$ cat config.mk
export PLATFORM = sky130hd
export DESIGN_NAME = uart_rx_cmd_ctrl
export DESIGN_NICKNAME = d
export VERILOG_FILES = /design/src/rtl/uart_sys_pkg.sv /design/src/rtl/frame_timeout_counter.sv /design/src/rtl/uart_rx_cmd_ctrl.sv
export SDC_FILE = /design/constraint.sdc
export NUM_CORES = 1
export LEC_CHECK = 0
export ABC_AREA = 1
export ABC_CLOCK_PERIOD_IN_PS = 2000
export CORE_MARGIN = 2
export CORE_UTILIZATION = 46
export DETAILED_ROUTE_END_ITERATION = 16
export HOLD_SLACK_MARGIN = 0.06
export PLACE_DENSITY = 0.73
export SLEW_MARGIN = 20
export SYNTH_ARGS = -nofsm -noshare
export SYNTH_HDL_FRONTEND = slang
export SYNTH_SLANG_ARGS = --single-unit
$ cat constraint.sdc
create_clock -name clk -period 2 [get_ports clk]
set_input_delay 0.3 -clock clk [delete_from_list [all_inputs] [get_ports clk]]
set_output_delay 0.3 -clock clk [all_outputs]
set_load 0.03 [all_outputs]
$ cat src/rtl/uart_sys_pkg.sv
// rtl/uart_sys_pkg.sv - shared opcodes, operand addresses and command FSM states
// Contents:
//   CMD_*         opcode byte values recognised by the command controller
//   OPA_ADDR/OPB_ADDR  register-file slots that hold the ALU operands
//   cmd_state_t   command controller state encoding
//   is_collect()  true for states that are waiting for a frame byte
package uart_sys_pkg;

    localparam logic [7:0] CMD_WR      = 8'hAA;
    localparam logic [7:0] CMD_RD      = 8'hBB;
    localparam logic [7:0] CMD_ALU_OP  = 8'hCC;
    localparam logic [7:0] CMD_ALU_NOP = 8'hDD;

    localparam int OPA_ADDR = 0;
    localparam int OPB_ADDR = 1;

    typedef enum logic [3:0] {
        IDLE,
        WR_ADDR,
        WR_DATA,
        RD_ADDR,
        RD_WAIT,
        OPA,
        OPB,
        ALU_FUN,
        ALU_WAIT,
        SEND_RD,
        SEND_LO,
        SEND_HI
    } cmd_state_t;

    function automatic logic is_collect(cmd_state_t s);
        return s inside {WR_ADDR, WR_DATA, RD_ADDR, OPA, OPB, ALU_FUN};
    endfunction

endpackage

$ cat src/rtl/frame_timeout_counter.sv
// rtl/frame_timeout_counter.sv - idle-cycle counter with terminal-count flag
// Ports:
//   clk, rst  clock and asynchronous active-high reset
//   clear     restart counting from zero
//   enable    count while high; held at zero while low
//   tc        high while the count sits at TIMEOUT_CYC-1 and counting is enabled
module frame_timeout_counter #(
    parameter int TIMEOUT_CYC = 50000
) (
    input  logic clk,
    input  logic rst,
    input  logic clear,
    input  logic enable,
    output logic tc
);

    logic [15:0] count;

    always_ff @(posedge clk or posedge rst) begin
        if (rst) begin
            count <= '0;
        end else if (clear || !enable) begin
            count <= '0;
        end else begin
            count <= count + 16'd1;
        end
    end

    // Decoded from the count register only, so the owner may feed tc back
    // into clear without forming a combinational loop.
    assign tc = enable && (count == 16'(TIMEOUT_CYC - 1));

endmodule

$ cat src/rtl/uart_rx_cmd_ctrl.sv
// rtl/uart_rx_cmd_ctrl.sv - UART command frame parser driving register file, ALU and TX FIFO
// Ports:
//   clk, rst                    system clock, asynchronous active-high reset
//   rx_*                        received byte stream and its error flags
//   rf_*                        register-file write/read strobes, address, data
//   alu_*                       ALU start, function, clock enable, result
//   tx_fifo_*                   response byte push interface
//   cmd_error                   one-cycle pulse whenever a byte or frame is dropped
module uart_rx_cmd_ctrl
    import uart_sys_pkg::*;
#(
    parameter int D_WIDTH     = 8,
    parameter int ADDR_WIDTH  = 4,
    parameter int TIMEOUT_CYC = 50000
) (
    input  logic                   clk,
    input  logic                   rst,
    input  logic                   rx_data_valid,
    input  logic [D_WIDTH-1:0]     rx_p_data,
    input  logic                   rx_parity_error,
    input  logic                   rx_framing_error,
    output logic                   rf_wr_en,
    output logic                   rf_rd_en,
    output logic [ADDR_WIDTH-1:0]  rf_addr,
    output logic [D_WIDTH-1:0]     rf_wr_data,
    input  logic [D_WIDTH-1:0]     rf_rd_data,
    input  logic                   rf_rd_valid,
    output logic                   alu_en,
    output logic [3:0]             alu_fun,
    output logic                   alu_clk_en,
    input  logic [2*D_WIDTH-1:0]   alu_out,
    input  logic                   alu_out_valid,
    output logic                   tx_fifo_wr_en,
    output logic [D_WIDTH-1:0]     tx_fifo_wr_data,
    input  logic                   tx_fifo_full,
    output logic                   cmd_error
);

    cmd_state_t           state;
    logic [2*D_WIDTH-1:0] resp_q;

    logic good_byte;
    logic bad_byte;
    logic collecting;
    logic push_ok;
    logic progress;
    logic to_hit;
    logic abort;

    assign good_byte  = rx_data_valid && !rx_parity_error && !rx_framing_error;
    assign bad_byte   = rx_data_valid && (rx_parity_error || rx_framing_error);
    assign collecting = is_collect(state);
    assign push_ok    = (state inside {SEND_RD, SEND_LO, SEND_HI}) && !tx_fifo_full;

    // Every event that moves the FSM out of its current state.
    assign progress = (collecting && good_byte)
                   || (state == RD_WAIT  && rf_rd_valid)
                   || (state == ALU_WAIT && alu_out_valid)
                   || push_ok;

    // A timeout loses to any real progress and to a byte arriving in the same
    // cycle (that byte restarts the idle interval).
    assign abort = (collecting && bad_byte)
                || (to_hit && !progress && !rx_data_valid);

    frame_timeout_counter #(
        .TIMEOUT_CYC(TIMEOUT_CYC)
    ) u_timeout (
        .clk   (clk),
        .rst   (rst),
        .clear (rx_data_valid || progress || to_hit),
        .enable(state != IDLE),
        .tc    (to_hit)
    );

    always_ff @(posedge clk or posedge rst) begin
        if (rst) begin
            state           <= IDLE;
            resp_q          <= '0;
            rf_wr_en        <= 1'b0;
            rf_rd_en        <= 1'b0;
            rf_addr         <= '0;
            rf_wr_data      <= '0;
            alu_en          <= 1'b0;
            alu_fun         <= '0;
            alu_clk_en      <= 1'b0;
            tx_fifo_wr_en   <= 1'b0;
            tx_fifo_wr_data <= '0;
            cmd_error       <= 1'b0;
        end else begin
            rf_wr_en      <= 1'b0;
            rf_rd_en      <= 1'b0;
            alu_en        <= 1'b0;
            tx_fifo_wr_en <= 1'b0;
            cmd_error     <= 1'b0;

            if (abort) begin
                state      <= IDLE;
                cmd_error  <= 1'b1;
                alu_clk_en <= 1'b0;
            end else begin
                // Bytes arriving while a response is outstanding are dropped.
                if (rx_data_valid && state != IDLE && !collecting) begin
                    cmd_error <= 1'b1;
                end

                case (state)
                    IDLE: begin
                        if (bad_byte) begin
                            cmd_error <= 1'b1;
                        end else if (good_byte) begin
                            case (rx_p_data[7:0])
                                CMD_WR:      state <= WR_ADDR;
                                CMD_RD:      state <= RD_ADDR;
                                CMD_ALU_OP: begin
                                    state      <= OPA;
                                    alu_clk_en <= 1'b1;
                                end
                                CMD_ALU_NOP: begin
                                    state      <= ALU_FUN;
                                    alu_clk_en <= 1'b1;
                                end
                                default:     cmd_error <= 1'b1;
                            endcase
                        end
                    end
                    WR_ADDR: if (good_byte) begin
                        rf_addr <= rx_p_data[ADDR_WIDTH-1:0];
                        state   <= WR_DATA;
                    end
                    WR_DATA: if (good_byte) begin
                        rf_wr_en   <= 1'b1;
                        rf_wr_data <= rx_p_data;
                        state      <= IDLE;
                    end
                    RD_ADDR: if (good_byte) begin
                        rf_rd_en <= 1'b1;
                        rf_addr  <= rx_p_data[ADDR_WIDTH-1:0];
                        state    <= RD_WAIT;
                    end
                    RD_WAIT: if (rf_rd_valid) begin
                        resp_q <= {{D_WIDTH{1'b0}}, rf_rd_data};
                        state  <= SEND_RD;
                    end
                    OPA: if (good_byte) begin
                        rf_wr_en   <= 1'b1;
                        rf_addr    <= ADDR_WIDTH'(OPA_ADDR);
                        rf_wr_data <= rx_p_data;
                        state      <= OPB;
                    end
                    OPB: if (good_byte) begin
                        rf_wr_en   <= 1'b1;
                        rf_addr    <= ADDR_WIDTH'(OPB_ADDR);
                        rf_wr_data <= rx_p_data;
                        state      <= ALU_FUN;
                    end
                    ALU_FUN: if (good_byte) begin
                        alu_en  <= 1'b1;
                        alu_fun <= rx_p_data[3:0];
                        state   <= ALU_WAIT;
                    end
                    ALU_WAIT: if (alu_out_valid) begin
                        resp_q <= alu_out;
                        state  <= SEND_LO;
                    end
                    SEND_RD: if (!tx_fifo_full) begin
                        tx_fifo_wr_en   <= 1'b1;
                        tx_fifo_wr_data <= resp_q[D_WIDTH-1:0];
                        state           <= IDLE;
                    end
                    SEND_LO: begin
                        // Clock enable covers the cycle after the result arrives.
                        alu_clk_en <= 1'b0;
                        if (!tx_fifo_full) begin
                            tx_fifo_wr_en   <= 1'b1;
                            tx_fifo_wr_data <= resp_q[D_WIDTH-1:0];
                            state           <= SEND_HI;
                        end
                    end
                    SEND_HI: if (!tx_fifo_full) begin
                        tx_fifo_wr_en   <= 1'b1;
                        tx_fifo_wr_data <= resp_q[2*D_WIDTH-1:D_WIDTH];
                        state           <= IDLE;
                    end
                    default: state <= IDLE;
                endcase
            end
        end
    end

endmodule

Yosys cells after proc, flatten, opt, wreduce, memory -nomap -nowiden
Index checks and enable logic that the tools add are counted.

Add/subtract/negate cells: 1. Eq/ne operators: 37. Multiplexer cells: 46. Bitwise operators: 1. Reductions and logical operators: 50.

Operators with widths (number): 4-bit 2-to-1 mux (15); 16-bit 2-to-1 mux (3); 4-bit case mux with 11 select lines (1); 3-bit != test (second input constant) (12); 8-bit equality test (second input constant) (4); 16-bit case mux with 2 select lines (1); 1-bit 2-to-1 mux (20); 16-bit by 1-bit adder with 16-bit output (second input constant) (1); 16-bit equality test (second input constant) (1); 4-bit by 3-bit equality test with 1-bit output (second input constant) (4); 4-bit equality test (second input constant) (4); 8-bit 2-to-1 mux (2); 4-bit case mux with 4 select lines (1); 8-bit case mux with 2 select lines (1); 1-bit logical AND (13); 13-bit AND reduction (1); 2-bit != test (second input constant) (6); 4-bit case mux with 3 select lines (1); 4-bit AND reduction (3); 3-bit nonzero test (3); 4-bit by 2-bit equality test with 1-bit output (second input constant) (2); 1-bit logical OR (8); 2-bit OR reduction (4); 1-bit zero test (7); 14 further kinds (17).

Register bits: 66. Bits of input ports: 40. Output and inout port bits: 30. Logic and storage cells: 148.

Logic depth before layout (Yosys ltp)
Gate-level depths: netlist of the first run.

Depth after elaboration: 13. Depth in mapped cells: 10. Mapped depth without buffers: 10.

Hierarchy
A second synthesis of the first run with hierarchy kept.

Cells, all modules: 426. Area, all modules: 3437.0 um2.

Modules (own cells, without submodules): uart_rx_cmd_ctrl (instances 1, cells each 296, area an instance 2498.6 um2, seq. area each 1251.2 um2); frame_timeout_counter (instances 1, cells each 130, area an instance 938.4 um2, seq. area each 400.4 um2).

Worst setup path before layout of the first run
Ideal clock, no wire load.

Kind: register to register. From: register state[0]. To: register state[2]. Setup time: 119 ps. Arrival: 1362 ps. Data required time: 1881 ps. Slack: 519 ps. Stages on the path, launching flop included: 9. Buffers on the path: 0. Period minus slack after synthesis: 1481 ps. Cells stage by stage: dfrtp_1 -> inv_1 -> nand2_1 -> nand2_1 -> a21oi_1 -> nor2_1 -> nand3_1 -> nand2_1 -> nor2_1.

Cells in the longest elaborated chain, start to end: 12. Elaborated cells on any way between the ends: 45. Those cells by class: 24 x eq/ne; 2 x mux; 19 x reduce/logical.

Ends and longest elaborated chain: start, declared (RTL line uart_rx_cmd_ctrl.sv:39) `cmd_state_t state;`; start signal, assigned (RTL line uart_rx_cmd_ctrl.sv:78) `state <= IDLE;`; start signal, assigned (RTL line uart_rx_cmd_ctrl.sv:98) `state <= IDLE;`; start signal, assigned (RTL line uart_rx_cmd_ctrl.sv:113) `CMD_WR: state <= WR_ADDR;`; 4-bit by 1-bit equality test with 1-bit output, or another cell as far along (RTL line uart_sys_pkg.sv:33, uart_rx_cmd_ctrl.sv:107); 6-bit nonzero test (RTL line uart_sys_pkg.sv:33) `return s inside {WR_ADDR, WR_DATA, RD_ADDR, OPA, OPB, ALU_FUN};`; 1-bit logical AND (RTL line uart_rx_cmd_ctrl.sv:56) `assign progress = (collecting && good_byte)`; 1-bit logical OR (RTL line uart_rx_cmd_ctrl.sv:57) `|| (state == RD_WAIT && rf_rd_valid)`; 1-bit logical OR (RTL line uart_rx_cmd_ctrl.sv:58) `|| (state == ALU_WAIT && alu_out_valid)`; 1-bit logical OR (RTL line uart_rx_cmd_ctrl.sv:59) `|| push_ok;`; 1-bit zero test (RTL line uart_rx_cmd_ctrl.sv:64) `|| (to_hit && !progress && !rx_data_valid);`; 1-bit logical AND (2 in series) (RTL line uart_rx_cmd_ctrl.sv:64); 1-bit logical OR (RTL line uart_rx_cmd_ctrl.sv:64); 6-bit by 2-bit != test with 1-bit output (no source line), or another cell as far along; 13-bit AND reduction (no source line).

Several ways; a longest one is shown, not always the timed one. A chain may end at the register's enable or synchronous reset.

Worst setup path after layout of the first run
From: register state[0]. To: register u_timeout.count[13].

Cells in the longest elaborated chain, start to end: 10. Elaborated cells on any way between the ends: 27. Those cells by class: 11 x eq/ne; 1 x mux; 15 x reduce/logical.

Ends and longest elaborated chain: 4-bit by 1-bit equality test with 1-bit output, or another cell as far along (RTL line uart_sys_pkg.sv:33); 6-bit nonzero test (RTL line uart_sys_pkg.sv:33); 1-bit logical AND (RTL line uart_rx_cmd_ctrl.sv:56); 1-bit logical OR (RTL line uart_rx_cmd_ctrl.sv:57); 1-bit logical OR (RTL line uart_rx_cmd_ctrl.sv:58); 1-bit logical OR (RTL line uart_rx_cmd_ctrl.sv:59); 1-bit logical OR (2 in series) (RTL line uart_rx_cmd_ctrl.sv:71) `.clear (rx_data_valid || progress || to_hit),`; 1-bit logical OR * (RTL line frame_timeout_counter.sv:22) `end else if (clear || !enable) begin`; 16-bit 2-to-1 mux * (RTL line frame_timeout_counter.sv:22); end signal, assigned (RTL line frame_timeout_counter.sv:25) `count <= count + 16'd1;`; end, declared (RTL line frame_timeout_counter.sv:17) `logic [15:0] count;`.

Every way passes the cells marked *; elsewhere a longest branch is shown, timed or not.

==> results.py, run 1 <==
metrics = {
    "clocking": {
        "root_buffer": "clkbuf_8",
        "clockBufferDepth": 2,
        "cts_buffers": 9,
        "cts_resized": 0,
        "cts_hold_repair.buffers": 0,
        "clkSlewWorstSetupHoldPaths_ns": 0.07,
        "cts_post_setup_buffers_inserted": 0,
        "htree_levels": 3,
        "tritoncts": "yes",
        "insertion_delay_ns": 0.33,
        "clock-sinks": 66,
    },
    "routing": {
        "viasPerCell": 4.83,
        "wl_per_cell_um": 12.2,
        "drt_first_pass_iters": 4,
        "drc_errors": 0,
        "drt-initial-drc-count": 158,
        "via_count": 2871,
        "drtAntennaViolNets": 0,
        "wirelength_um": 7250,
    },
    "critical_path": {
        "cp.arrival_ns": 1.92,
        "crit_fanout": 16,
        "critPathKind": "reg -> reg",
        "required_ns": 2.24,
        "crit_path_end_kind": "flop",
        "cp-start-kind": "flop",
    },
    "synthesis": {
        "syn_avg_cell_area_um2": 8.11,
        "yosys_warnings": 0,
        "synth_ff_type": "dfrtp_1",
        "synth_cells": 409,
        "synth.net_count": 450,
        "synth-edff-count": 0,
        "yosysUniqueCellTypes": 33,
        "ys_seq_area_frac": 0.498,
        "async_flop_share": 1.00,
        "ys_ff_latch": 66,
        "syn_area_mm2": 0.00332,
    },
    "global_routing": {
        "antenna_found_initial": 0,
        "gr-total-overflow": 0,
        "met1_usage": 0.296,
        "grt_pass1_vias": 2794,
        "track_usage": 0.204,
        "grt_use_met3": 0.0462,
        "grt_pass1_wl_um": 12700,
        "top_usage_layer": "met2",
        "met2_usage": 0.314,
        "grt_max_degree": 67,
    },
    "timing": {
        "whs_ns": 0.360,
        "fin_crit_ns": 1.68,
        "setup_tns_ns": 0,
        "setup_viol": 0,
        "max_slew.worst_pin.slew_ns": 0.441,
        "rsz0062_at_grt": "no",
        "finalCritPeriodShare": 0.839,
        "worst_clock_skew_ns": 0.00987,
        "fmax_mhz": 596,
        "slew_viol_final": 0,
        "finalHoldViolCount": 0,
        "maxSlewHeadroom": 0.705,
        "setup_slack_ns": 0.321,
    },
    "power": {
        "p_per_area_mw_per_mm2": 1330,
        "power_leakage_nw": 2.07,
        "ir_drop_v": 0.000553,
    },
    "hold_path": {
        "hp-class": "in -> async",
    },
    "placed_design": {
        "hpwl_um": 5610,
        "place_ws_ns": 0.172,
        "io_buffer_count": 69,
        "gp_congestion": 0.926,
        "dp_cells": 578,
    },
    "floorplan": {
        "std_cell_rows": 30,
        "core-area_mm2": 0.00687,
        "dieArea_mm2": 0.00791,
        "die_h_um": 88.9,
        "die-width_um": 88.9,
        "initial_core_util": 0.483,
        "ios": 70,
    },
    "cells_and_area": {
        "final_cell_mix": "108 x nand2_1, 69 x clkdlybuf4s50_1, 66 x dfrtp_1",
        "final_cells": 594,
        "regArea_mm2": 0.00165,
        "areaGrowthSynthToFinish_pct": 30.8,
        "antenna_cells": 0,
        "fill_cells": 592,
        "multi_input_area_mm2": 0.00145,
        "fin_util": 0.632,
        "layout-drive-gt1-share": 0.0964,
        "final_common_cell": "nand2_1",
        "final_nets": 534,
    },
    "run": {
        "max-cap-violations": 0,
    },
    "outcome": {
        "status": "finished, final reports clean",
    },
}
==> stage by stage <==
| stage | total power, mW | instance area (um^2) |
|---|---|---|
| 2_1_floorplan | 3.85 | 3320 |
| 3_3_place_gp | 4.79 | 4170 |
| 3_5_place_dp | 4.85 | 4170 |
| 4_1_cts | 5.82 | 4340 |
| 5_1_grt | 6.21 | 4340 |
| 6_report | 5.78 | 4340 |
==> worst paths after layout <==
| path | startpoint | to | slack (ns) | depth (start not counted) |
|---|---|---|---|---|
| setup / recovery | state[0] | u_timeout.count[13] | 0.32 | 7 |
| hold / removal | rst | tx_fifo_wr_en | 0.36 | 3 |
| setup reg to reg | state[0] | u_timeout.count[13] | 0.32 | 7 |
| hold reg to reg | u_timeout.count[0] | u_timeout.count[0] | 0.47 | 1 |
| max in group asynchronous | rst | rf_wr_data[4] | 1.38 | 3 |
| min in group clk | u_timeout.count[0] | u_timeout.count[0] | 0.47 | 1 |
==> routing by layer <==
layer / share of wire / vias up
li1: - / 1485
met1: 0.49 / 1313
met2: 0.46 / 64
met3: 0.040 / 9
met4: 0.0090 / 0
met5: 0 / -
==> where the power goes <==
group          internal, mW  switching, mW  leakage (nW)
clock                 0.477          0.483        0.0851
combinational          1.07           1.63          1.12
sequential             1.80          0.324         0.859
total                  3.34           2.44          2.07
==> logic make-up (layout without fill, tap and decap cells) <==
family / count (synthesis) / count (layout) / share of synthesized area
AND/OR/NAND/NOR: 228 / 228 / 0.302
flip-flops: 66 / 66 / 0.498
buffers and inverters: 50 / 139 / 0.0645
AO/OA/AOI/OAI: 49 / 49 / 0.0894
multiplexers: 8 / 8 / 0.0241
XOR/XNOR: 7 / 7 / 0.0185
adder cells (fa/ha/maj): 1 / 1 / 0.00377
==> area by class of cell <==
cell class | count | share of cell area
Multi-Input combinational cell | 293 | 0.335
Tap cell | 96 | 0.0277
Sequential cell | 66 | 0.381
Clock buffer | 11 | 0.0326
Inverter | 44 | 0.0381
Clock inverter | 5 | 0.00692
Timing Repair Buffer | 79 | 0.179
==> critical path, cell delays in order (launching register included) <==
cell and delay [ns]:
dfrtp_1 0.45, inv_1 0.15, nand2_1 0.19, nand3_2 0.16, nand2_1 0.08, nor2_2 0.14, nand2_2 0.22, nor3_1 0.20
==> flip-flops by register name, summed over array words and instances (netlist names), 4 cells and up <==
register / cells
resp_q: 16
state: 4
u_timeout.count: 16
tx_fifo_wr_data: 8
rf_addr: 4
rf_wr_data: 8
alu_fun: 4
==> synthesized netlist by cell type, drive strengths merged (2+ instances only) <==
cell type / instances / share of area
dfrtp: 66 / 0.50
nor3: 12 / 0.018
a21oi: 11 / 0.020
o21ai: 26 / 0.045
a31oi: 9 / 0.017
clkbuf: 2 / 0.0053
xnor2: 2 / 0.0053
nand3: 40 / 0.069
nand2: 110 / 0.13
inv: 44 / 0.050
mux2i: 8 / 0.024
xor2: 5 / 0.013
nor2: 64 / 0.083
buf: 4 / 0.0094
No activity file was read; power rests on OpenSTA's default activity.
==> run 2, diff against run 1 <==
--- a/config.mk
+++ b/config.mk
@@ -6,7 +6,7 @@
 export NUM_CORES = 1
 export LEC_CHECK = 0
 export ABC_AREA = 1
-export ABC_CLOCK_PERIOD_IN_PS = 2000
+export ABC_CLOCK_PERIOD_IN_PS = 1500
 export CORE_MARGIN = 2
 export CORE_UTILIZATION = 46
 export DETAILED_ROUTE_END_ITERATION = 16
==> constraint.sdc (replaced) <==
create_clock -name clk -period 1.5 [get_ports clk]
set_input_delay 0.225 -clock clk [delete_from_list [all_inputs] [get_ports clk]]
set_output_delay 0.225 -clock clk [all_outputs]
set_load 0.03 [all_outputs]
==> run 2 against run 1 <==
  * Via count rose by 13%
  * Hold slack worse by 0.056 ns
  * Design area up 19%
  * Setup slack worse by 0.39 ns
  * Die area did not move
  * Cell count increased by 7.7%
  * Fmax up 6.9%
  * Critical path depth is 3 higher
  * The flow now finishes with violations (negative setup slack)
  * First-iteration DRC count increased by 23%
  * Clock-buffer cell count down 1
  * Global-route usage rose by 1.9 points
  * Combinational power rose by 71%
==> results.py, run 2 (same netlist as run 1, synthesis figures left out) <==
metrics = {
    "outcome": {
        "status": "finished with violations",
        "violations": "negative setup slack",
    },
    "timing": {
        "slew_viol_final": 0,
        "setup_tns_ns": -1.03,
        "setup_viol": 25,
        "max_slew.worst_pin.slew_ns": 0.360,
        "fin_crit_ns": 1.57,
        "setup_slack_ns": -0.0705,
        "worst_clock_skew_ns": 0.00860,
        "maxSlewHeadroom": 0.760,
        "fmax_mhz": 637,
        "finalHoldViolCount": 0,
        "rsz0062_at_grt": "yes",
        "finalCritPeriodShare": 1.05,
    },
    "power": {
        "power_leakage_nw": 2.46,
        "p_per_area_mw_per_mm2": 1840,
        "ir_drop_v": 0.000974,
        "p_total_mw": 9.49,
    },
    "critical_path": {
        "critical_path.cell_chain": "ha_2, nand2_2, nor2_2, buf_6, nand3_4, nor2_4, nor2_2, nand2_2, clkbuf_16, nor3_2",
        "crit_fanout": 8,
        "crit_path_end_kind": "flop",
        "cp_slowest_cell": "dfrtp_1",
        "startpoint": "u_timeout.count[1]",
        "required_ns": 1.73,
        "cp_top_family": "simple AND/OR/NAND/NOR gates",
        "crit_buf_inv": 2,
        "cp.arrival_ns": 1.81,
        "cp-start-kind": "flop",
        "timing.rr.start": "u_timeout.count[1]",
        "critPathKind": "reg -> reg",
        "slowest_delay_ns": 0.36,
    },
    "cells_and_area": {
        "final_nets": 580,
        "regArea_mm2": 0.00166,
        "final_cell_mix": "86 x nand2_1, 63 x dfrtp_1, 44 x buf_4",
        "final_common_cell": "nand2_1",
        "multi_input_area_mm2": 0.00177,
        "layout-drive-gt1-share": 0.309,
        "largest_registers": "resp_q: 16 flops, u_timeout.count: 16 flops",
        "fill_cells": 487,
        "fin_area_mm2": 0.00516,
        "antenna_cells": 0,
        "final_cells": 640,
        "areaGrowthSynthToFinish_pct": 55.4,
    },
    "clocking": {
        "root_buffer": "clkbuf_8",
        "clkSlewWorstSetupHoldPaths_ns": 0.07,
        "tritoncts": "yes",
        "clock-sinks": 66,
        "cts_buffers": 9,
        "htree_levels": 3,
        "insertion_delay_ns": 0.35,
        "clockBufferDepth": 2,
        "cts_hold_repair.buffers": 0,
    },
    "routing": {
        "drtAntennaViolNets": 0,
        "wirelength_um": 9010,
        "drc_errors": 0,
        "via_count": 3242,
        "wl_per_cell_um": 14.1,
        "drt-initial-drc-count": 194,
        "viasPerCell": 5.07,
        "drt_first_pass_iters": 5,
    },
    "placed_design": {
        "io_buffer_count": 69,
        "placedInstanceArea_mm2": 0.00448,
        "hpwl_um": 5980,
        "gp_congestion": 0.902,
        "place_ws_ns": -0.279,
        "dp_cells": 616,
    },
    "global_routing": {
        "antenna_found_initial": 0,
        "grt_pass1_wl_um": 13600,
        "grt_pass1_vias": 3019,
        "grt_max_degree": 67,
        "gr-total-overflow": 0,
        "track_usage": 0.223,
    },
    "floorplan": {
        "core-area_mm2": 0.00687,
        "die-width_um": 88.9,
        "dieArea_mm2": 0.00791,
        "die_h_um": 88.9,
        "initial_core_util": 0.483,
        "std_cell_rows": 30,
        "ios": 70,
    },
    "run": {
        "max-cap-violations": 0,
    },
    "hold_path": {
        "hp-class": "in -> async",
    },
}
## run 2: cell count changes in the layout (fill, tap and decap cells not counted), moves of 13 or more
cell | before | now
dlygate4sd2_1 | 0 | 30
nor2_1 | 59 | 43
buf_4 | 9 | 44
nand2_1 | 108 | 86
nand2_2 | 1 | 23
clkdlybuf4s50_1 | 69 | 39
nand3_1 | 37 | 24
## run 2: worst reg2reg max path: cells and delay by family (launching register included)
kind,cells,cell delay (ns)
and+or+nand+nor,7,0.60
DFF,1,0.36
buffers and inverters,2,0.30
adders and majority gates,1,0.20
## run 2: power by group
part           switching (mW)  leakage [nW]  internal (mW)
registers               0.447         0.855           2.40
clock network           0.751         0.131           1.28
logic                    2.73          1.48           1.88
total                    3.93          2.46           5.57
## run 2: area by class of cell
type / count / area share
Inverter: 44 / 0.0347
Multi-Input combinational cell: 294 / 0.344
Clock inverter: 6 / 0.0267
Timing Repair Buffer: 124 / 0.226
Clock buffer: 10 / 0.0248
Tap cell: 96 / 0.0233
Sequential cell: 66 / 0.321
## run 2: final timing paths
check | endpoint | slack [ns] | cells past startpoint
setup reg to reg | u_timeout.count[8] | -0.07 | 10
max in group asynchronous | state[3] | 0.90 | 3
hold / removal | u_timeout.count[2] | 0.30 | 3
setup / recovery | u_timeout.count[8] | -0.07 | 10
min in group clk | resp_q[6] | 0.43 | 3
hold reg to reg | alu_fun[0] | 0.48 | 2
## run 2: what timing repair did
item	CTS	global route
gates cloned	0	3
setup endpoints to repair	66	59
pin swaps	3	34
gates resized for setup	41	98
buffers inserted	1	6
hold endpoints to repair	0	0
## run 2: through the flow
stage	utilization	hold slack, ns
after floorplan	-	0.342
after global placement	0.652	0.466
after detailed placement	0.652	0.473
after CTS	0.693	0.327
after global routing	0.751	0.347
final	0.751	0.304
## run 2: routing by layer
metal  GRT usage  up-vias  routed length (um)
met2       0.361      103                4630
met1       0.301     1544                3880
met4      0.0678        0                  85
li1            -     1584                   -
met5           0        -                   0
met3      0.0499       11                 410
==> run 3, diff against run 2 <==
--- a/config.mk
+++ b/config.mk
@@ -7,10 +7,11 @@
 export LEC_CHECK = 0
 export ABC_AREA = 1
 export ABC_CLOCK_PERIOD_IN_PS = 1500
-export CORE_MARGIN = 2
 export CORE_UTILIZATION = 46
+export CTS_CLUSTER_DIAMETER = 30
 export DETAILED_ROUTE_END_ITERATION = 16
 export HOLD_SLACK_MARGIN = 0.06
+export MAX_ROUTING_LAYER = met4
 export PLACE_DENSITY = 0.73
 export SLEW_MARGIN = 20
 export SYNTH_ARGS = -nofsm -noshare
==> run 3 against run 2 <==
  * The flow still finishes with violations (negative setup slack)
  * Largest power group unchanged
  * Clock power fell by 11%
  * Sequential cell count unchanged
  * Sequential share of layout area grew 0.91 points
  * Non-clock buffer count is 4 lower
  * Setup slack gained 0.044 ns
  * Die area down 4.4%
  * Design area decreased by 2.8%
  * Global-route usage up 1.1 points
  * Routed wire length shrank 6.0%
  * Fmax increased by 2.9%
  * Clock-buffer cell count is the same
  * Hold slack improved by 0.0068 ns
==> results.py, run 3 (same netlist as run 1, synthesis figures left out) <==
metrics = {
    "timing": {
        "rsz0062_at_grt": "yes",
        "finalCritPeriodShare": 1.02,
        "fin_crit_ns": 1.53,
        "setup_viol": 14,
        "maxSlewHeadroom": 0.770,
        "slew_viol_final": 0,
        "worst_clock_skew_ns": 0.0106,
        "whs_ns": 0.311,
        "finalHoldViolCount": 0,
        "fmax_mhz": 655,
        "max_slew.worst_pin.slew_ns": 0.345,
        "setup_tns_ns": -0.226,
        "setup_slack_ns": -0.0266,
    },
    "routing": {
        "drc_errors": 0,
        "via_count": 3167,
        "drt-initial-drc-count": 147,
        "viasPerCell": 4.97,
        "drtAntennaViolNets": 0,
        "wl_per_cell_um": 13.3,
        "drt_first_pass_iters": 4,
        "wirelength_um": 8470,
    },
    "global_routing": {
        "grt_pass1_vias": 2929,
        "track_usage": 0.234,
        "grt_pass1_wl_um": 13200,
        "gr-total-overflow": 0,
        "grt_max_degree": 67,
        "antenna_found_initial": 0,
    },
    "critical_path": {
        "required_ns": 1.72,
        "critPathKind": "reg -> reg",
        "crit_path_end_kind": "flop",
        "cp.arrival_ns": 1.75,
        "cp-start-kind": "flop",
        "crit_fanout": 8,
    },
    "clocking": {
        "htree_levels": 3,
        "clock-sinks": 66,
        "insertion_delay_ns": 0.34,
        "clockBufferDepth": 2,
        "cts_buffers": 9,
        "tritoncts": "yes",
        "cts_hold_repair.buffers": 0,
        "clkSlewWorstSetupHoldPaths_ns": 0.08,
        "root_buffer": "clkbuf_8",
    },
    "power": {
        "p_per_area_mw_per_mm2": 1820,
        "ir_drop_v": 0.000927,
        "power_leakage_nw": 2.44,
        "p_total_mw": 9.15,
    },
    "placed_design": {
        "placedInstanceArea_mm2": 0.00443,
        "dp_cells": 609,
        "io_buffer_count": 69,
        "hpwl_um": 5750,
        "gp_congestion": 0.905,
        "place_ws_ns": -0.247,
    },
    "cells_and_area": {
        "fin_area_mm2": 0.00501,
        "final_nets": 577,
        "final_cells": 637,
        "fill_cells": 518,
        "final_cell_mix": "94 x nand2_1, 63 x dfrtp_1, 47 x nor2_1",
        "largest_registers": "resp_q: 16 flops, u_timeout.count: 16 flops",
        "antenna_cells": 0,
        "layout-drive-gt1-share": 0.268,
        "areaGrowthSynthToFinish_pct": 51.1,
        "fin_util": 0.730,
        "final_common_cell": "nand2_1",
    },
    "floorplan": {
        "die-width_um": 86.9,
        "ios": 70,
        "dieArea_mm2": 0.00756,
        "die_h_um": 86.9,
        "initial_core_util": 0.483,
        "core-area_mm2": 0.00687,
        "std_cell_rows": 30,
    },
    "outcome": {
        "violations": "negative setup slack",
        "status": "finished with violations",
    },
    "run": {
        "max-cap-violations": 0,
    },
    "hold_path": {
        "hp-class": "in -> async",
    },
}
[run 3: changes by cell type in the layout (fill, tap and decap cells not counted), sizes merged]
| cell | delta |
|---|---|
| bufinv | -1 |
| clkinvlp | +1 |
| buf | -4 |
| inv | -1 |
| clkinv | +2 |
[run 3: layout make-up]
cell class	instances	area, um^2	area share
inverter	44	179	0.0357
clock inverter	6	115	0.0230
timing repair buffer	120	1130	0.226
sequential	66	1660	0.330
clock buffer	10	128	0.0255
timing repair inverter	1	8.76	0.00175
tap	96	120	0.0240
multi-input combinational	294	1670	0.334
[run 3: power by group]
| part | switching [mW] | internal (mW) |
|---|---|---|
| Sequential | 0.455 | 2.40 |
| Clock | 0.704 | 1.11 |
| Combinational | 2.64 | 1.84 |
[run 3: path summary, 6_finish.rpt]
check,startpoint,to,slack [ns],cells past startpoint
setup / recovery,state[2],u_timeout.count[8],-0.03,8
hold reg to reg,alu_fun[2],alu_fun[2],0.48,2
max in group asynchronous,rst,state[3],0.90,3
hold / removal,rst,u_timeout.count[2],0.31,3
setup reg to reg,state[2],u_timeout.count[8],-0.03,8
min in group clk,rf_rd_data[7],resp_q[7],0.44,3
[run 3: timing repair]
action | 4_1_cts | 5_1_grt
setup endpoints to repair | 75 | 55
setup buffers | 1 | 10
resized for setup | 44 | 74
pin swaps | 1 | 17
gates cloned | 0 | 3
[run 3: routing by layer]
metal	part of all wire	vias up	track usage
met5	0	-	-
met4	0.0085	0	0.0667
met3	0.033	8	0.0483
met2	0.49	67	0.370
met1	0.47	1511	0.305
li1	-	1581	-
[run 3: critical path, cell delays in order, from the launching register on]
cell and delay (ns):
dfrtp_2 0.47, inv_2 0.07, nor2_4 0.27, nand3_4 0.12, nand2_4 0.10, nor2_4 0.05
nand2_2 0.12, clkbuf_16 0.17, nor3_2 0.04
